### src/rtl/fluxo_dados_jogo_pkg.sv
// Shared definitions for the memory-game datapath: default widths, last
// sequence address and the fixed sequence ROM contents.
package fluxo_dados_jogo_pkg;

  localparam int DATA_W    = 4;
  localparam int ADDR_W    = 4;
  localparam int LAST_ADDR = 15;

  // Sequence ROM, one-hot button codes; element [15] written first so that
  // address 0 holds 1, address 1 holds 2, ... address 15 holds 4.
  localparam logic [15:0][3:0] ROM_TABLE = {
    4'h4, 4'h1, 4'h8, 4'h8, 4'h4, 4'h4, 4'h2, 4'h2,
    4'h1, 4'h1, 4'h2, 4'h4, 4'h8, 4'h4, 4'h2, 4'h1
  };

  function automatic logic [3:0] rom_read(input logic [3:0] addr);
    return ROM_TABLE[addr];
  endfunction

endpackage

### src/rtl/fluxo_dados_jogo_if.sv
// Command/status bundle between the game control unit (master) and the
// datapath (slave), plus the debug taps driven by the datapath.
interface fluxo_dados_jogo_if
  import fluxo_dados_jogo_pkg::*;
#(
  parameter int DATA_W = fluxo_dados_jogo_pkg::DATA_W,
  parameter int ADDR_W = fluxo_dados_jogo_pkg::ADDR_W
);
  logic              zeraC;
  logic              contaC;
  logic              zeraR;
  logic              registraR;
  logic [DATA_W-1:0] botoes;
  logic              fimC;
  logic              igual;
  logic              jogada;
  logic [ADDR_W-1:0] db_contagem;
  logic [DATA_W-1:0] db_memoria;
  logic [DATA_W-1:0] db_jogada;
  logic              db_tem_jogada;

  modport master (
    output zeraC, contaC, zeraR, registraR, botoes,
    input  fimC, igual, jogada, db_contagem, db_memoria, db_jogada, db_tem_jogada
  );

  modport slave (
    input  zeraC, contaC, zeraR, registraR, botoes,
    output fimC, igual, jogada, db_contagem, db_memoria, db_jogada, db_tem_jogada
  );
endinterface

### src/rtl/fluxo_dados_jogo_detector_jogada.sv
// Button-press detector: two-flop synchroniser for the raw buttons and a
// one-cycle pulse on each transition from "no button" to "some button".
module detector_jogada
  import fluxo_dados_jogo_pkg::*;
#(
  parameter int DATA_W = fluxo_dados_jogo_pkg::DATA_W
) (
  input  logic              clock,
  input  logic              reset_n,
  input  logic [DATA_W-1:0] botoes,
  output logic [DATA_W-1:0] sync,
  output logic              tem_jogada,
  output logic              jogada
);
  logic [DATA_W-1:0] s1;
  logic [DATA_W-1:0] s2;
  logic              prev;

  // Synchronise the asynchronous buttons and remember last cycle's activity
  always_ff @(posedge clock or negedge reset_n) begin
    if (!reset_n) begin
      s1   <= '0;
      s2   <= '0;
      prev <= 1'b0;
    end else begin
      s1   <= botoes;
      s2   <= s1;
      prev <= |s2;
    end
  end

  // Code changes while held keep |s2 high, so only a 0 -> nonzero edge pulses
  assign sync       = s2;
  assign tem_jogada = |s2;
  assign jogada     = (|s2) & ~prev;
endmodule

### src/rtl/fluxo_dados_jogo.sv
// Memory-game datapath: address counter, fixed sequence ROM, move register,
// comparator and button-press detector. Outputs depend only on flops.
module fluxo_dados_jogo
  import fluxo_dados_jogo_pkg::*;
#(
  parameter int DATA_W    = fluxo_dados_jogo_pkg::DATA_W,
  parameter int ADDR_W    = fluxo_dados_jogo_pkg::ADDR_W,
  parameter int LAST_ADDR = fluxo_dados_jogo_pkg::LAST_ADDR
) (
  input  logic            clock,
  input  logic            reset_n,
  fluxo_dados_jogo_if.slave bus
);
  logic [ADDR_W-1:0] contagem;
  logic [DATA_W-1:0] jogada_reg;
  logic [DATA_W-1:0] memoria;
  logic [DATA_W-1:0] botoes_sync;
  logic              tem_jogada;
  logic              pulso;

  detector_jogada #(.DATA_W(DATA_W)) u_detector (
    .clock      (clock),
    .reset_n    (reset_n),
    .botoes     (bus.botoes),
    .sync       (botoes_sync),
    .tem_jogada (tem_jogada),
    .jogada     (pulso)
  );

  // Address counter: clear beats count; wraps after the last address
  always_ff @(posedge clock or negedge reset_n) begin
    if (!reset_n) begin
      contagem <= '0;
    end else if (bus.zeraC) begin
      contagem <= '0;
    end else if (bus.contaC) begin
      if (contagem == ADDR_W'(LAST_ADDR)) contagem <= '0;
      else                                contagem <= contagem + 1'b1;
    end
  end

  // Move register: clear beats load; loads the synchronised code unmodified
  always_ff @(posedge clock or negedge reset_n) begin
    if (!reset_n) begin
      jogada_reg <= '0;
    end else if (bus.zeraR) begin
      jogada_reg <= '0;
    end else if (bus.registraR) begin
      jogada_reg <= botoes_sync;
    end
  end

  assign memoria = DATA_W'(rom_read(4'(contagem)));

  assign bus.fimC          = (contagem == ADDR_W'(LAST_ADDR));
  assign bus.igual         = (memoria == jogada_reg);
  assign bus.jogada        = pulso;
  assign bus.db_contagem   = contagem;
  assign bus.db_memoria    = memoria;
  assign bus.db_jogada     = jogada_reg;
  assign bus.db_tem_jogada = tem_jogada;
endmodule

### src/flat_wrapper.sv
// flat-port wrapper written by rule: the top's interface ports become plain ports
module fluxo_dados_jogo_flat import fluxo_dados_jogo_pkg::*;
#(
  parameter int DATA_W    = fluxo_dados_jogo_pkg::DATA_W,
  parameter int ADDR_W    = fluxo_dados_jogo_pkg::ADDR_W,
  parameter int LAST_ADDR = fluxo_dados_jogo_pkg::LAST_ADDR
)
  (clock, reset_n, bus_zeraC, bus_contaC, bus_zeraR, bus_registraR, bus_botoes, bus_fimC, bus_igual, bus_jogada, bus_db_contagem, bus_db_memoria, bus_db_jogada, bus_db_tem_jogada);
  fluxo_dados_jogo_if #(.DATA_W(DATA_W), .ADDR_W(ADDR_W)) bus_i ();
  input  logic clock;
  input  logic reset_n;
  input wire logic [$bits(bus_i.zeraC)-1:0] bus_zeraC;
  input wire logic [$bits(bus_i.contaC)-1:0] bus_contaC;
  input wire logic [$bits(bus_i.zeraR)-1:0] bus_zeraR;
  input wire logic [$bits(bus_i.registraR)-1:0] bus_registraR;
  input wire logic [$bits(bus_i.botoes)-1:0] bus_botoes;
  output wire logic [$bits(bus_i.fimC)-1:0] bus_fimC;
  output wire logic [$bits(bus_i.igual)-1:0] bus_igual;
  output wire logic [$bits(bus_i.jogada)-1:0] bus_jogada;
  output wire logic [$bits(bus_i.db_contagem)-1:0] bus_db_contagem;
  output wire logic [$bits(bus_i.db_memoria)-1:0] bus_db_memoria;
  output wire logic [$bits(bus_i.db_jogada)-1:0] bus_db_jogada;
  output wire logic [$bits(bus_i.db_tem_jogada)-1:0] bus_db_tem_jogada;
  assign bus_i.zeraC = bus_zeraC;
  assign bus_i.contaC = bus_contaC;
  assign bus_i.zeraR = bus_zeraR;
  assign bus_i.registraR = bus_registraR;
  assign bus_i.botoes = bus_botoes;
  assign bus_fimC = bus_i.fimC;
  assign bus_igual = bus_i.igual;
  assign bus_jogada = bus_i.jogada;
  assign bus_db_contagem = bus_i.db_contagem;
  assign bus_db_memoria = bus_i.db_memoria;
  assign bus_db_jogada = bus_i.db_jogada;
  assign bus_db_tem_jogada = bus_i.db_tem_jogada;
  fluxo_dados_jogo #(.DATA_W(DATA_W), .ADDR_W(ADDR_W), .LAST_ADDR(LAST_ADDR)) u_core (.clock(clock), .reset_n(reset_n), .bus(bus_i));
endmodule
### config.mk
export PLATFORM = sky130hd
export DESIGN_NAME = fluxo_dados_jogo_flat
export DESIGN_NICKNAME = d
export VERILOG_FILES = /design/src/rtl/fluxo_dados_jogo_pkg.sv /design/src/rtl/fluxo_dados_jogo_if.sv /design/src/rtl/fluxo_dados_jogo_detector_jogada.sv /design/src/rtl/fluxo_dados_jogo.sv /design/src/flat_wrapper.sv
export SDC_FILE = /design/constraint.sdc
export NUM_CORES = 1
export LEC_CHECK = 0
export CAP_MARGIN = 20
export CORE_UTILIZATION = 30
export DETAILED_ROUTE_END_ITERATION = 8
export DONT_BUFFER_PORTS = 1
export PLACE_DENSITY = 0.4
export SYNTH_ARGS = -nofsm -noshare
export SYNTH_HDL_FRONTEND = slang
export SYNTH_SLANG_ARGS = --single-unit
export TNS_END_PERCENT = 10
### constraint.sdc
create_clock -name clock -period 5 [get_ports clock]
set_input_delay 0.5 -clock clock [delete_from_list [all_inputs] [get_ports clock]]
set_output_delay 0.5 -clock clock [all_outputs]
set_load 0.03 [all_outputs]
# Word-level counts from Yosys, hierarchy flattened
# Memories as Yosys holds them, arrays and structs flattened.
# Cells that the tools add are included.
word_totals:
  input_bits: 10
  mem_count: 1
  rom_bits: 64
  reg_bits: 17
op_classes:
  add_sub_neg: 1
  magnitude_cmp: 1
  eq_ne: 2
  n_reduce_logical: 3
  n_bitwise: 2
  n_mux: 6
memory_table:
  columns: ["name", "words", "width", "read_ports", "rd_clocked_by_memory_dff", "write_ports", "line", "text"]
  rows:
  - ["(name not given)", 16, 4, 1, 0, 0, "fluxo_dados_jogo_pkg.sv:17", "return ROM_TABLE[addr];"]
op_table:
  columns: ["operator", "count"]
  rows:
  - ["two-way mux 4 bit", 6]
  - ["< comparator 4 x 5 -> 1 bit (second input constant)", 1]
  - ["adder 4 x 1 -> 4 bit (second input constant)", 1]
  - ["== test 4 bit", 1]
  - ["== test 4 bit (second input constant)", 1]
  - ["nonzero test 2 bit", 2]
  - ["OR reduction 4 bit", 1]
  - ["bitwise AND 1 bit", 1]
  - ["inverter 1 bit", 1]

# Logic depth before layout (Yosys ltp)
# Gate-level depths: netlist (run 1).
depth:
  word_depth: 4
  ltp_mapped: 7
  mapped_depth_nobuf: 6

# Hierarchy
# From an unflattened synthesis (run 1), not the netlist that was laid out.
hier_totals:
  hier_cells: 79
  area_unflattened_um2: 887.1
modules_own_cells:
  columns: ["mod", "cells_per_inst", "n_inst", "area_per_inst_um2"]
  rows:
  - ["fluxo_dados_jogo", 68, 1, 636.9]
  - ["detector_jogada", 11, 1, 250.2]

# Worst setup path before layout (run 1)
# Ideal clock, no wire load.
synth_timing:
  path_type: "register to output"
  start: "register u_core.contagem[1] (netlist: u_core.bus.db_contagem[1])"
  end: "output bus_igual"
  arrival_ps: 2746
  stages_incl_launch_ff: 8
  setup_slack_ps: 1754
  t_required_ps: 4500
  n_path_buf: 1
  path_cell_list: "dfrtp_1 > buf_4 > inv_1 > ha_1 > mux4_2 > xor2_1 > a211o_1 > a2111oi_2"
synth_via:
  elab_chain_len: 3
synth_rtl:
  columns: ["element", "line", "text"]
  rows:
  - ["start, declared", "fluxo_dados_jogo.sv:14", "logic [ADDR_W-1:0] contagem;"]
  - ["start signal, assigned", "fluxo_dados_jogo.sv:38", "else contagem <= contagem + 1'b1;"]
  - ["memory (16 x 4 bit)", null, null]
  - ["two-way mux 4 bit (implied by the code)", "fluxo_dados_jogo_pkg.sv:17", null]
  - ["net bus_db_memoria[2]", "flat_wrapper.sv:21", "output wire logic [$bits(bus_i.db_memoria)-1:0] bus_db_memoria;"]
  - ["== test 4 bit", "fluxo_dados_jogo.sv:56", "assign bus.igual = (memoria == jogada_reg);"]
  - ["end, declared", "flat_wrapper.sv:18", "output wire logic [$bits(bus_i.igual)-1:0] bus_igual;"]
# The timed path passes the listed nets, and every way through them passes these cells. The select of a mux whose other input is x is not followed.

# Worst setup path after layout (run 1)
# Same ends and word-level chain as after synthesis.

==> metrics.txt, run 1 <==
# TYPE chip_impl_metric gauge
chip_impl_info{name="outcome",value="finished, violations left"} 1
chip_impl_info{name="violations",value="DRC"} 1
chip_impl_metric{name="insertion_delay",unit="ps"} 280
chip_impl_metric{name="post_synth_fa_ha_maj_area_fraction",unit="%"} 6.72
chip_impl_metric{name="grt-ovfl-total",unit=""} 0
chip_impl_metric{name="power_density",unit="nW/um^2"} 282
chip_impl_metric{name="detail_route.wirelength.met1",unit="um"} 802
chip_impl_metric{name="wl_met2",unit="um"} 775
chip_impl_info{name="critPathLaunchType",value="flip-flop"} 1
chip_impl_info{name="main_combinational_cell_family_by_area_after_synthesis",value="simple AND/OR/NAND/NOR gates"} 1
chip_impl_info{name="r2r_start",value="u_core.bus.db_contagem[1]"} 1
chip_impl_metric{name="worst_reg2reg_path_depth",unit=""} 4
chip_impl_metric{name="p_total",unit="uW"} 268
chip_impl_metric{name="synthesis.nets",unit=""} 97
chip_impl_info{name="min_delay_worst_endpoint",value="u_core.u_detector.s1[1]"} 1
chip_impl_info{name="timing.hold.worst.class",value="input port to flip-flop"} 1
chip_impl_metric{name="max_slew_vio_count",unit=""} 0
chip_impl_metric{name="postSynth.asyncResetShare",unit="%"} 100
chip_impl_info{name="cts_root_buf",value="sky130_fd_sc_hd__clkbuf_4"} 1
chip_impl_metric{name="ff2ff_setup_slack",unit="ps"} 3050
chip_impl_metric{name="finish.utilization",unit="%"} 33.2
chip_impl_metric{name="count_of_distinct_cell_types_in_the_synthesized_netlist",unit=""} 29
chip_impl_metric{name="num_vias",unit=""} 579
chip_impl_info{name="synthFlopType",value="sky130_fd_sc_hd__dfrtp_1"} 1
chip_impl_metric{name="floorplan.rows",unit=""} 19
chip_impl_metric{name="min_period",unit="ps"} 3750
chip_impl_metric{name="largest_buffer_count_on_any_clock_path",unit=""} 2
chip_impl_metric{name="post_route_cells_drive_above_1_share",unit="%"} 13.4
chip_impl_metric{name="final.setup_skew",unit="ps"} 4.32
chip_impl_metric{name="routabilityCongestion",unit=""} 0.751
chip_impl_metric{name="initial_utilization",unit="%"} 32.6
chip_impl_metric{name="vdd_ir_drop_max",unit="mV"} 0.111
chip_impl_metric{name="drv_cap",unit=""} 0
chip_impl_metric{name="postRouteAntennaNets",unit=""} 0
chip_impl_metric{name="postPlaceCellArea",unit="sq um"} 911
chip_impl_metric{name="die-area",unit="sq um"} 3330
chip_impl_metric{name="ys_warn_count",unit=""} 0
chip_impl_info{name="highest-signal-layer",value="met4"} 1
chip_impl_metric{name="synthMuxAreaShare",unit="%"} 11.2
chip_impl_metric{name="die_h",unit="um"} 57.7
chip_impl_metric{name="final_net_count",unit=""} 98
chip_impl_metric{name="grt_first_pass_wirelength",unit="mm"} 2.93
chip_impl_metric{name="post-cts-setup-buffer-count",unit=""} 0
chip_impl_metric{name="cts_inserted_buffers",unit=""} 3
chip_impl_metric{name="timing_worst_slew_pin_value",unit="ps"} 869
chip_impl_metric{name="ys_seq_elements",unit=""} 17
chip_impl_metric{name="initial_antenna_violation_count",unit=""} 0
chip_impl_metric{name="mappedNetlistArea",unit="sq um"} 931
chip_impl_metric{name="crit_arrival",unit="ps"} 3250
chip_impl_metric{name="max_freq",unit="MHz"} 267
chip_impl_metric{name="leakage_component_of_the_power",unit="uW"} 0.000410
chip_impl_metric{name="post-route-drc-count",unit=""} 1
chip_impl_metric{name="synthSimpleGateAreaFrac",unit="%"} 13.6
chip_impl_info{name="critical_path_class",value="flip-flop to output pin"} 1
chip_impl_metric{name="grt_max_degree",unit=""} 18
chip_impl_metric{name="post-route-period-util",unit="%"} 75.0
chip_impl_metric{name="met3_length",unit="um"} 142
chip_impl_metric{name="finalSetupViolations",unit=""} 0
chip_impl_metric{name="count_of_port_buffers_added_during_placement",unit=""} 0
chip_impl_metric{name="core_region_area",unit="sq um"} 2850
chip_impl_metric{name="die_width",unit="um"} 57.7
chip_impl_metric{name="seq_area_frac_synth",unit="%"} 45.7
chip_impl_metric{name="holdPathStages",unit=""} 0
chip_impl_metric{name="timing.final.hold_violations",unit=""} 0
chip_impl_metric{name="num-fill-cells",unit=""} 296
chip_impl_metric{name="slew_headroom",unit="%"} 42.0
chip_impl_info{name="rsz0062_at_grt",value="no"} 1
chip_impl_metric{name="number_of_synthesized_flops_with_an_enable_pin",unit=""} 0
chip_impl_info{name="tritoncts_clock_tree",value="built"} 1
chip_impl_metric{name="detailed_place_hpwl",unit="mm"} 1.32
chip_impl_info{name="worstHoldStart",value="bus_botoes[1]"} 1
chip_impl_metric{name="timing.critical_path.required",unit="ps"} 4500
chip_impl_metric{name="vias_per_cell",unit=""} 5.12
chip_impl_metric{name="synth_cells",unit=""} 82
chip_impl_metric{name="path_max_fanout",unit=""} 13
chip_impl_metric{name="drt_first_iter_violations",unit=""} 27
chip_impl_metric{name="avgRoutedWirePerCell",unit="um"} 15.3
chip_impl_metric{name="cts_sinks",unit=""} 17
chip_impl_metric{name="clk_pin_slew_worst_paths",unit="ps"} 100
chip_impl_metric{name="n_antenna_cell",unit=""} 0
chip_impl_metric{name="final_area",unit="sq um"} 948
chip_impl_metric{name="cts-htree-levels",unit=""} 1
chip_impl_metric{name="drt_pass1_iterations",unit=""} 6
chip_impl_metric{name="gr-usage-all-layers",unit="%"} 11.6
chip_impl_info{name="crit-reg2reg-capture",value="u_core.bus.db_contagem[0]"} 1
chip_impl_metric{name="route.final.wire_length",unit="mm"} 1.73
chip_impl_info{name="critical_path_end_type",value="output pin"} 1
chip_impl_metric{name="synthXorXnorAreaFrac",unit="%"} 3.76
chip_impl_metric{name="mean_cell_area_of_the_mapped_netlist",unit="sq um"} 11.4
chip_impl_metric{name="layout-area-overhead-vs-synth",unit="%"} 1.88
chip_impl_metric{name="grt_pass1_vias",unit=""} 578
chip_impl_metric{name="pin_count",unit=""} 26
chip_impl_metric{name="final.setup.tns",unit="ps"} 0
chip_impl_metric{name="synth_compound_area_share",unit="%"} 11.2
-- power by group --
group	switching, uW	total, uW	internal (uW)
clock	41.2	70.8	29.7
sequential	14.6	158	144
combinational	22.9	38.5	15.6
-- cell families (layout without fill, tap and decap cells) --
logic type      Yosys count  after routing
simple gates             24             24
mux                       9              9
fa+ha+maj                 5              5
buf+inv                   9              9
compound gates           14             14
xor+xnor                  4              4
flops                    17             17
-- cell usage in the layout, fill, tap and decap left out, drive strengths merged, types with 3 or more instances in the layout --
cell / count
inv: 4
ha: 5
clkbuf: 3
a21oi: 4
mux2i: 7
nor2: 9
nor2b: 3
dfrtp: 17
nand2: 4
nand2b: 3
-- registers in the layout (all words and copies together) (netlist names) --
name and flops:
u_core.u_detector.sync 4, u_core.u_detector.s1 4, u_core.bus.db_jogada 4, u_core.u_detector.prev 1
u_core.bus.db_contagem 4
-- cell type report --
type                            instances  area, sq um  share of cell area (%)
Sequential cell                        17          425                    44.9
Timing Repair Buffer                    1         10.0                    1.06
Clock buffer                            3         22.5                    2.37
Inverter                                4         15.0                    1.58
Clock inverter                          1         5.00                   0.528
Tap cell                               31         38.8                    4.09
Multi-Input combinational cell         56          432                    45.5
-- worst max-delay path by stage --
stage | startpoint | endpoint | slack (ps) | depth (start not counted)
6_report | u_core.bus.db_contagem[1] | bus_igual | 1250 | 6
3_3_place_gp | u_core.bus.db_contagem[1] | bus_igual | 1560 | 6
2_1_floorplan | u_core.bus.db_contagem[1] | bus_igual | 1750 | 7
5_1_grt | u_core.bus.db_contagem[1] | bus_igual | 1020 | 6
3_5_place_dp | u_core.bus.db_contagem[1] | bus_igual | 1540 | 6
4_1_cts | u_core.bus.db_contagem[1] | bus_igual | 1210 | 6
-- stage by stage --
| stage | setup WS [ps] | cells | hold WS (ps) |
|---|---|---|---|
| detailed placement | 1540 | 108 | 205 |
| global route | 1020 | 113 | 192 |
| finish | 1250 | 113 | 234 |
| global placement | 1560 | 108 | 205 |
| CTS | 1210 | 113 | 220 |
| floorplan | 1750 | 82 | 204 |
-- cells in the mapped netlist, types with 2 or more instances --
| master | number | area (sq um) |
|---|---|---|
| sky130_fd_sc_hd__dfrtp_1 | 17 | 425 |
| sky130_fd_sc_hd__nor2_1 | 9 | 33.8 |
| sky130_fd_sc_hd__mux2i_1 | 7 | 70.1 |
| sky130_fd_sc_hd__ha_1 | 5 | 62.6 |
| sky130_fd_sc_hd__a21oi_1 | 4 | 20.0 |
| sky130_fd_sc_hd__inv_1 | 4 | 15.0 |
| sky130_fd_sc_hd__nand2_1 | 4 | 15.0 |
| sky130_fd_sc_hd__nand2b_1 | 3 | 18.8 |
| sky130_fd_sc_hd__nor2b_1 | 3 | 18.8 |
| sky130_fd_sc_hd__clkbuf_1 | 2 | 7.51 |
| sky130_fd_sc_hd__o21ai_0 | 2 | 10.0 |
| sky130_fd_sc_hd__or3b_2 | 2 | 17.5 |
| sky130_fd_sc_hd__or4_1 | 2 | 15.0 |
| sky130_fd_sc_hd__xnor2_1 | 2 | 17.5 |
| sky130_fd_sc_hd__xor2_1 | 2 | 17.5 |
-- routing by layer --
metal	up-vias	GRT usage [%]
met5	-	0
met4	0	4.08
met3	2	4.69
met2	15	17.3
met1	277	15.2
li1	285	-
-- worst max-delay path, stage by stage (launching register included) --
cell                        delay (ps)
sky130_fd_sc_hd__dfrtp_1           740
sky130_fd_sc_hd__inv_1             190
sky130_fd_sc_hd__ha_1              230
sky130_fd_sc_hd__mux4_2            580
sky130_fd_sc_hd__xor2_1            180
sky130_fd_sc_hd__a211o_1           290
sky130_fd_sc_hd__a2111oi_2         750
-- repair_timing --
action                                 in CTS  in global routing
hold buffers                                1                  0
setup endpoints to repair                   0                  0
gates resized for setup                     0                  0
endpoints found under the hold margin      17                  0
Power figures use the tool's default switching activity.
==> inputs of run 2 (changes only) <==
--- a/config.mk
+++ b/config.mk
@@ -9,7 +9,7 @@
 export CORE_UTILIZATION = 30
 export DETAILED_ROUTE_END_ITERATION = 8
 export DONT_BUFFER_PORTS = 1
-export PLACE_DENSITY = 0.4
+export PLACE_DENSITY = 0.41
 export SYNTH_ARGS = -nofsm -noshare
 export SYNTH_HDL_FRONTEND = slang
 export SYNTH_SLANG_ARGS = --single-unit
==> constraint.sdc (replaced) <==
create_clock -name clock -period 3.2 [get_ports clock]
set_input_delay 0.32 -clock clock [delete_from_list [all_inputs] [get_ports clock]]
set_output_delay 0.32 -clock clock [all_outputs]
set_load 0.03 [all_outputs]
==> run 2 against run 1 <==
Against the previous run:
- the run still ends with DRC left
- combinational power grew 75%
- routed wire length grew 6.7%
- sequential share of layout area shrank 1.7 points
- cell count grew 4.4%
- die area is the same
- critical path depth grew 1
- clock-buffer cell count is the same
- largest power group unchanged
==> metrics.txt, run 2 (synthesized netlist as in run 1, its figures left out) <==
# TYPE chip_impl_metric gauge
chip_impl_metric{name="die_h",unit="um"} 57.7
chip_impl_metric{name="crit_arrival",unit="ps"} 2720
chip_impl_info{name="outcome",value="finished, violations left"} 1
chip_impl_metric{name="holdPathStages",unit=""} 0
chip_impl_metric{name="vias_per_cell",unit=""} 5.13
chip_impl_metric{name="largest_buffer_count_on_any_clock_path",unit=""} 2
chip_impl_metric{name="insertion_delay",unit="ps"} 290
chip_impl_info{name="crit-reg2reg-capture",value="u_core.bus.db_contagem[0]"} 1
chip_impl_info{name="min_delay_worst_endpoint",value="u_core.u_detector.s1[2]"} 1
chip_impl_metric{name="core_region_area",unit="sq um"} 2850
chip_impl_metric{name="num-fill-cells",unit=""} 307
chip_impl_metric{name="cts_inserted_buffers",unit=""} 3
chip_impl_info{name="worstHoldStart",value="bus_botoes[2]"} 1
chip_impl_info{name="critical_path_end_type",value="output pin"} 1
chip_impl_metric{name="n_antenna_cell",unit=""} 0
chip_impl_metric{name="initial_utilization",unit="%"} 32.6
chip_impl_metric{name="initial_antenna_violation_count",unit=""} 0
chip_impl_metric{name="max_freq",unit="MHz"} 329
chip_impl_info{name="final_cell_mix",value="16 x sky130_fd_sc_hd__dfrtp_1, 9 x sky130_fd_sc_hd__nor2_1, 7 x sky130_fd_sc_hd__mux2i_1"} 1
chip_impl_metric{name="floorplan.rows",unit=""} 19
chip_impl_info{name="cts_root_buf",value="sky130_fd_sc_hd__clkbuf_4"} 1
chip_impl_metric{name="leakage_component_of_the_power",unit="uW"} 0.000431
chip_impl_metric{name="drv_cap",unit=""} 0
chip_impl_metric{name="drt_first_iter_violations",unit=""} 8
chip_impl_metric{name="die-area",unit="sq um"} 3330
chip_impl_metric{name="p_total",unit="uW"} 430
chip_impl_metric{name="cts_sinks",unit=""} 17
chip_impl_metric{name="vdd_ir_drop_max",unit="mV"} 0.257
chip_impl_metric{name="pin_count",unit=""} 26
chip_impl_metric{name="gr-usage-all-layers",unit="%"} 12.5
chip_impl_info{name="tritoncts_clock_tree",value="built"} 1
chip_impl_metric{name="postRouteAntennaNets",unit=""} 0
chip_impl_metric{name="grt_max_degree",unit=""} 18
chip_impl_metric{name="path_max_fanout",unit=""} 13
chip_impl_metric{name="grt_first_pass_wirelength",unit="mm"} 3.14
chip_impl_info{name="timing.hold.worst.class",value="input port to flip-flop"} 1
chip_impl_metric{name="final.setup.tns",unit="ps"} 0
chip_impl_metric{name="max_slew_vio_count",unit=""} 0
chip_impl_metric{name="timing_worst_slew_pin_value",unit="ps"} 739
chip_impl_metric{name="min_period",unit="ps"} 3040
chip_impl_metric{name="grt-ovfl-total",unit=""} 0
chip_impl_metric{name="layout-area-overhead-vs-synth",unit="%"} 6.32
chip_impl_metric{name="post-route-drc-count",unit=""} 2
chip_impl_metric{name="worst_reg2reg_path_depth",unit=""} 4
chip_impl_metric{name="timing.final.hold_violations",unit=""} 0
chip_impl_info{name="critPathLaunchType",value="flip-flop"} 1
chip_impl_metric{name="clk_pin_slew_worst_paths",unit="ps"} 100
chip_impl_metric{name="timing.critical_path.required",unit="ps"} 2880
chip_impl_metric{name="cts-htree-levels",unit=""} 1
chip_impl_info{name="violations",value="DRC"} 1
chip_impl_metric{name="post_route_cells_drive_above_1_share",unit="%"} 19.5
chip_impl_metric{name="post-cts-setup-buffer-count",unit=""} 0
chip_impl_metric{name="post-route-period-util",unit="%"} 95.1
chip_impl_metric{name="finalSetupViolations",unit=""} 0
chip_impl_metric{name="count_of_port_buffers_added_during_placement",unit=""} 0
chip_impl_metric{name="ff2ff_setup_slack",unit="ps"} 1380
chip_impl_metric{name="die_width",unit="um"} 57.7
chip_impl_metric{name="slew_headroom",unit="%"} 50.6
chip_impl_metric{name="final_net_count",unit=""} 103
chip_impl_info{name="critical_path_class",value="flip-flop to output pin"} 1
chip_impl_metric{name="grt_pass1_vias",unit=""} 645
chip_impl_metric{name="drt_pass1_iterations",unit=""} 6
chip_impl_info{name="r2r_start",value="u_core.bus.db_contagem[1]"} 1
chip_impl_metric{name="num_vias",unit=""} 605
chip_impl_info{name="rsz0062_at_grt",value="no"} 1
chip_impl_metric{name="route.final.wire_length",unit="mm"} 1.85
chip_impl_metric{name="final.setup_skew",unit="ps"} 2.91
chip_impl_metric{name="power_density",unit="nW/um^2"} 435
chip_impl_metric{name="detailed_place_hpwl",unit="mm"} 1.32
chip_impl_metric{name="avgRoutedWirePerCell",unit="um"} 15.6
chip_impl_info{name="final_common_cell",value="sky130_fd_sc_hd__dfrtp_1"} 1
chip_impl_metric{name="routabilityCongestion",unit=""} 0.700
## run 2: worst max-delay path by stage
stage	start	end	depth (start not counted)
finish	u_core.bus.db_contagem[1]	bus_igual	7
CTS	u_core.bus.db_contagem[0]	bus_igual	7
global placement	u_core.bus.db_contagem[0]	bus_igual	7
detailed placement	u_core.bus.db_contagem[0]	bus_igual	7
global route	u_core.bus.db_contagem[1]	bus_igual	7
floorplan	u_core.bus.db_contagem[1]	bus_igual	7
## run 2: what timing repair did
item                                   in CTS  in global routing
endpoints found under the hold margin      17                  0
resized for setup                           0                  1
setup endpoints to repair                   0                  1
hold buffers                                1                  0
## run 2: report_power, final
part           total [uW]  switching (uW)  leakage [uW]  internal [uW]
sequential            246            21.6      0.000209            225
clock                 116            68.6     0.0000139           47.6
combinational        67.5            38.8      0.000209           28.7
## run 2: layout make-up
| class | count | area [sq um] | share of cell area, % |
|---|---|---|---|
| Clock buffer | 3 | 22.5 | 2.28 |
| Multi-Input combinational cell | 56 | 432 | 43.6 |
| Sequential cell | 17 | 427 | 43.1 |
| Timing Repair Buffer | 6 | 47.5 | 4.80 |
| Inverter | 4 | 15.0 | 1.52 |
| Clock inverter | 1 | 7.51 | 0.759 |
| Tap cell | 31 | 38.8 | 3.92 |
## run 2: critical path: stages (launching register included)
cell	delay (ps)
sky130_fd_sc_hd__dfrtp_1	600
sky130_fd_sc_hd__inv_1	160
sky130_fd_sc_hd__ha_1	220
sky130_fd_sc_hd__mux4_2	490
sky130_fd_sc_hd__xor2_1	160
sky130_fd_sc_hd__a211o_1	290
sky130_fd_sc_hd__a2111oi_2	290
sky130_fd_sc_hd__buf_4	220
## run 2: stage by stage
| step | util (%) | cell area, sq um | hold slack [ps] | setup slack (ps) | std cells |
|---|---|---|---|---|---|
| final | 34.7 | 990 | 43.1 | 158 | 118 |
| after global routing | 34.7 | 990 | 0.845 | 0.857 | 118 |
| after CTS | 34.6 | 988 | 18.9 | 24.3 | 118 |
| after detailed placement | 33.2 | 948 | 24.9 | 382 | 113 |
| after global placement | 33.2 | 948 | 24.9 | 468 | 113 |
| after floorplan | - | 931 | 24.4 | 134 | 82 |
## run 2: metal layers
| metal | part of all wire [%] | global-route usage (%) |
|---|---|---|
| met1 | 49 | 17.4 |
| met2 | 42 | 17.6 |
| met3 | 7.9 | 5.58 |
| met4 | 0.54 | 3.06 |
| met5 | 0 | 0 |
==> inputs of run 3 (changes only) <==
--- a/config.mk
+++ b/config.mk
@@ -6,11 +6,13 @@
 export NUM_CORES = 1
 export LEC_CHECK = 0
 export CAP_MARGIN = 20
-export CORE_UTILIZATION = 30
+export CORE_UTILIZATION = 54
 export DETAILED_ROUTE_END_ITERATION = 8
 export DONT_BUFFER_PORTS = 1
-export PLACE_DENSITY = 0.41
+export PLACE_DENSITY = 0.68
+export SLEW_MARGIN = 30
 export SYNTH_ARGS = -nofsm -noshare
 export SYNTH_HDL_FRONTEND = slang
+export SYNTH_HIERARCHICAL = 1
 export SYNTH_SLANG_ARGS = --single-unit
 export TNS_END_PERCENT = 10
==> run 3 against run 2 <==
Against the previous run:
- the flow now finishes without violations
- power fell by 2.6%
- sequential power barely moved
- design area fell by 3.8%
- non-clock buffer count fell by 1
- critical endpoint unchanged
- hold slack improved by 6.2 ps
- clock skew rose by 1.1 ps
- register-to-register slack improved by 160 ps
- clock-buffer cell count did not move
- flip-flop and latch count did not move
==> metrics.txt, run 3 <==
# TYPE chip_impl_metric gauge
chip_impl_info{name="outcome",value="completed"} 1
chip_impl_metric{name="routabilityCongestion",unit=""} 0.759
chip_impl_info{name="synthFlopType",value="sky130_fd_sc_hd__dfrtp_1"} 1
chip_impl_info{name="critical_path_class",value="flip-flop to output pin"} 1
chip_impl_metric{name="clock_power_share",unit="%"} 26.1
chip_impl_metric{name="p_sw_share",unit="%"} 28.8
chip_impl_metric{name="drt_first_iter_violations",unit=""} 6
chip_impl_metric{name="gr-usage-all-layers",unit="%"} 19.7
chip_impl_info{name="critPathLaunchType",value="flip-flop"} 1
chip_impl_metric{name="power_density",unit="nW/um^2"} 440
chip_impl_metric{name="pin_count",unit=""} 26
chip_impl_metric{name="layout-area-overhead-vs-synth",unit="%"} 7.33
chip_impl_metric{name="synth_cells",unit=""} 79
chip_impl_metric{name="cts-htree-levels",unit=""} 1
chip_impl_info{name="final_common_cell",value="sky130_fd_sc_hd__dfrtp_1"} 1
chip_impl_metric{name="timing.final.hold_violations",unit=""} 0
chip_impl_metric{name="mappedNetlistArea",unit="sq um"} 887
chip_impl_metric{name="n_antenna_cell",unit=""} 0
chip_impl_info{name="rsz0062_at_grt",value="no"} 1
chip_impl_metric{name="worst_reg2reg_path_depth",unit=""} 5
chip_impl_metric{name="finalSetupViolations",unit=""} 0
chip_impl_metric{name="min_period",unit="ps"} 3030
chip_impl_metric{name="leakage_component_of_the_power",unit="uW"} 0.000456
chip_impl_metric{name="netlist.area_leader.share",unit="%"} 48.0
chip_impl_info{name="cts_root_buf",value="sky130_fd_sc_hd__clkbuf_4"} 1
chip_impl_metric{name="power.net_switching",unit="uW"} 121
chip_impl_metric{name="timing.critical_path.required",unit="ps"} 2880
chip_impl_metric{name="number_of_synthesized_flops_with_an_enable_pin",unit=""} 0
chip_impl_metric{name="seq_power_share",unit="%"} 57.9
chip_impl_metric{name="mean_cell_area_of_the_mapped_netlist",unit="sq um"} 11.2
chip_impl_metric{name="use_met1",unit="%"} 25.8
chip_impl_info{name="synth.top_cells.by_area",value="sky130_fd_sc_hd__dfrtp_1 48%, sky130_fd_sc_hd__ha_1 8.5%, sky130_fd_sc_hd__mux2i_1 6.8%, sky130_fd_sc_hd__nor2_1 4.2%, sky130_fd_sc_hd__mux4_2 2.5%"} 1
chip_impl_metric{name="die_width",unit="um"} 42.5
chip_impl_info{name="final_cell_mix",value="17 x sky130_fd_sc_hd__dfrtp_1, 10 x sky130_fd_sc_hd__nor2_1, 6 x sky130_fd_sc_hd__mux2i_1, 6 x sky130_fd_sc_hd__ha_1, 5 x sky130_fd_sc_hd__inv_1"} 1
chip_impl_metric{name="clk_pin_slew_worst_paths",unit="ps"} 90
chip_impl_metric{name="cts_inserted_buffers",unit=""} 3
chip_impl_metric{name="grt_max_degree",unit=""} 18
chip_impl_metric{name="initial_antenna_violation_count",unit=""} 0
chip_impl_metric{name="final_cell_count_no_fill",unit=""} 100
chip_impl_metric{name="dp.cells",unit=""} 95
chip_impl_metric{name="grtUsageMet2",unit="%"} 29.8
chip_impl_metric{name="max_freq",unit="MHz"} 330
chip_impl_metric{name="cts.repair.resized",unit=""} 0
chip_impl_metric{name="core_region_area",unit="sq um"} 1520
chip_impl_metric{name="insertion_delay",unit="ps"} 290
chip_impl_metric{name="die-area",unit="sq um"} 1810
chip_impl_metric{name="detailed_place_hpwl",unit="mm"} 1.15
chip_impl_metric{name="cts_sinks",unit=""} 17
chip_impl_metric{name="synthesis.nets",unit=""} 95
chip_impl_info{name="critical_path_end_type",value="output pin"} 1
chip_impl_metric{name="grtUsageMet3",unit="%"} 8.62
chip_impl_metric{name="final.setup.tns",unit="ps"} 0
chip_impl_metric{name="largest_buffer_count_on_any_clock_path",unit=""} 2
chip_impl_metric{name="final.setup_skew",unit="ps"} 4.05
chip_impl_info{name="synth_most_common_cell",value="sky130_fd_sc_hd__dfrtp_1"} 1
chip_impl_metric{name="count_of_port_buffers_added_during_placement",unit=""} 0
chip_impl_info{name="busiest_layer_in_global_routing",value="met2"} 1
chip_impl_metric{name="post_route_cells_drive_above_1_share",unit="%"} 17.9
chip_impl_metric{name="post-route-drc-count",unit=""} 0
chip_impl_info{name="synthTopCellsByCount",value="17 x sky130_fd_sc_hd__dfrtp_1, 10 x sky130_fd_sc_hd__nor2_1, 6 x sky130_fd_sc_hd__ha_1, 6 x sky130_fd_sc_hd__mux2i_1, 5 x sky130_fd_sc_hd__inv_1"} 1
chip_impl_metric{name="num_vias",unit=""} 580
chip_impl_metric{name="timing_worst_slew_pin_value",unit="ps"} 712
chip_impl_metric{name="final_net_count",unit=""} 101
chip_impl_metric{name="postRouteAntennaNets",unit=""} 0
chip_impl_metric{name="ys_seq_elements",unit=""} 17
chip_impl_metric{name="slew_headroom",unit="%"} 52.4
chip_impl_metric{name="max_slew_vio_count",unit=""} 0
chip_impl_metric{name="grt_pass1_vias",unit=""} 604
chip_impl_info{name="post-synth-top-area-cell",value="sky130_fd_sc_hd__dfrtp_1"} 1
chip_impl_metric{name="holdPathStages",unit=""} 0
chip_impl_metric{name="drt_pass1_iterations",unit=""} 4
chip_impl_info{name="timing.hold.worst.class",value="input port to flip-flop"} 1
chip_impl_metric{name="drv_cap",unit=""} 0
chip_impl_metric{name="initial_utilization",unit="%"} 58.2
chip_impl_metric{name="route.final.wire_length",unit="mm"} 1.48
chip_impl_metric{name="post-route-period-util",unit="%"} 94.8
chip_impl_metric{name="crit_arrival",unit="ps"} 2710
chip_impl_metric{name="count_of_distinct_cell_types_in_the_synthesized_netlist",unit=""} 31
chip_impl_metric{name="die_h",unit="um"} 42.5
chip_impl_metric{name="seq_area_frac_synth",unit="%"} 48.0
chip_impl_metric{name="grt-ovfl-total",unit=""} 0
chip_impl_metric{name="grt_first_pass_wirelength",unit="mm"} 2.65
chip_impl_metric{name="ys_warn_count",unit=""} 6
chip_impl_metric{name="vdd_ir_drop_max",unit="mV"} 0.315
chip_impl_metric{name="hold_slack",unit="ps"} 49.2
chip_impl_metric{name="postSynth.asyncResetShare",unit="%"} 100
chip_impl_metric{name="cellInternalPower",unit="uW"} 298
chip_impl_metric{name="vias_per_cell",unit=""} 5.80
chip_impl_metric{name="path_max_fanout",unit=""} 5
chip_impl_metric{name="avgRoutedWirePerCell",unit="um"} 14.8
chip_impl_info{name="tritoncts_clock_tree",value="built"} 1
chip_impl_metric{name="gate_power_share",unit="%"} 16.0
chip_impl_metric{name="floorplan.rows",unit=""} 14
## run 3: cell types whose count changed after synthesis, moves of 2 or more
cell,previous run,this run
sky130_fd_sc_hd__nand2b_1,3,1
sky130_fd_sc_hd__nor2b_1,3,1
sky130_fd_sc_hd__o21ai_0,2,4
sky130_fd_sc_hd__or3b_2,2,0
## run 3: worst paths after layout
path | startpoint | end | slack (ps)
setup reg to reg | u_core/bus.db_contagem[0] | u_core/bus.db_contagem[0] | 1540
min in group asynchronous | reset_n | u_core/bus.db_jogada[1] | 520
setup / recovery | u_core/bus.db_contagem[0] | bus_igual | 170
max in group asynchronous | reset_n | u_core/bus.db_contagem[0] | 2230
hold reg to reg | u_core/u_detector/s1[2] | u_core/u_detector/sync[2] | 350
hold / removal | bus_botoes[3] | u_core/u_detector/s1[3] | 50
## run 3: critical path, cell delays in order, from the launching register on
cell and delay, ps:
sky130_fd_sc_hd__dfrtp_1 580, sky130_fd_sc_hd__inv_1 200, sky130_fd_sc_hd__ha_1 270, sky130_fd_sc_hd__mux4_2 590, sky130_fd_sc_hd__xor2_1 180, sky130_fd_sc_hd__a221o_1 280, sky130_fd_sc_hd__a211oi_2 140, sky130_fd_sc_hd__buf_4 180
## run 3: final cells by class
type | instances | area (sq um)
clock buffer | 3 | 22.5
timing repair buffer | 5 | 40.0
sequential | 17 | 425
fill | 136 | 572
inverter | 5 | 18.8
clock inverter | 1 | 5.00
multi-input combinational | 53 | 420
tap | 16 | 20.0
## run 3: metrics by stage
step	area (sq um)	util [%]	setup WS, ps	power, uW
3_5_place_dp	915	60.0	486	310
3_3_place_gp	915	60.0	521	308
4_1_cts	952	62.5	160	426
5_1_grt	952	62.5	3.99	445
6_report	952	62.5	165	419
2_1_floorplan	887	-	452	297
## run 3: cell families (layout without fill, tap and decap cells)
logic type	count (synthesis)	after routing	synth area share, %
and+or+nand+nor	24	24	15.7
DFF	17	17	48.0
AOI/OAI and AO/OA	12	12	9.45
muxes	9	9	11.8
buffers and inverters	9	14	4.65
adders and majority gates	6	6	8.46
xor gates and xnor gates	2	2	1.97
## run 3: timing repair
item | 4_1_cts | 5_1_grt
hold endpoints to repair | 17 | 0
buffers inserted | 0 | 0
hold buffers | 1 | 0
## run 3: per-layer routing
metal / wire (um) / up-vias
li1: - / 278
met1: 629 / 280
met5: 0 / -
met3: 119 / 2
met2: 713 / 20
met4: 14 / 0
## run 3: power by group through the flow
stage	logic (uW)	clock network (uW)	registers (uW)
after detailed placement	62.6	0	247
after global routing	74.3	126	245
after CTS	67.7	115	243
after floorplan	51.5	0	246
after global placement	61.3	0	247
final	66.9	109	243
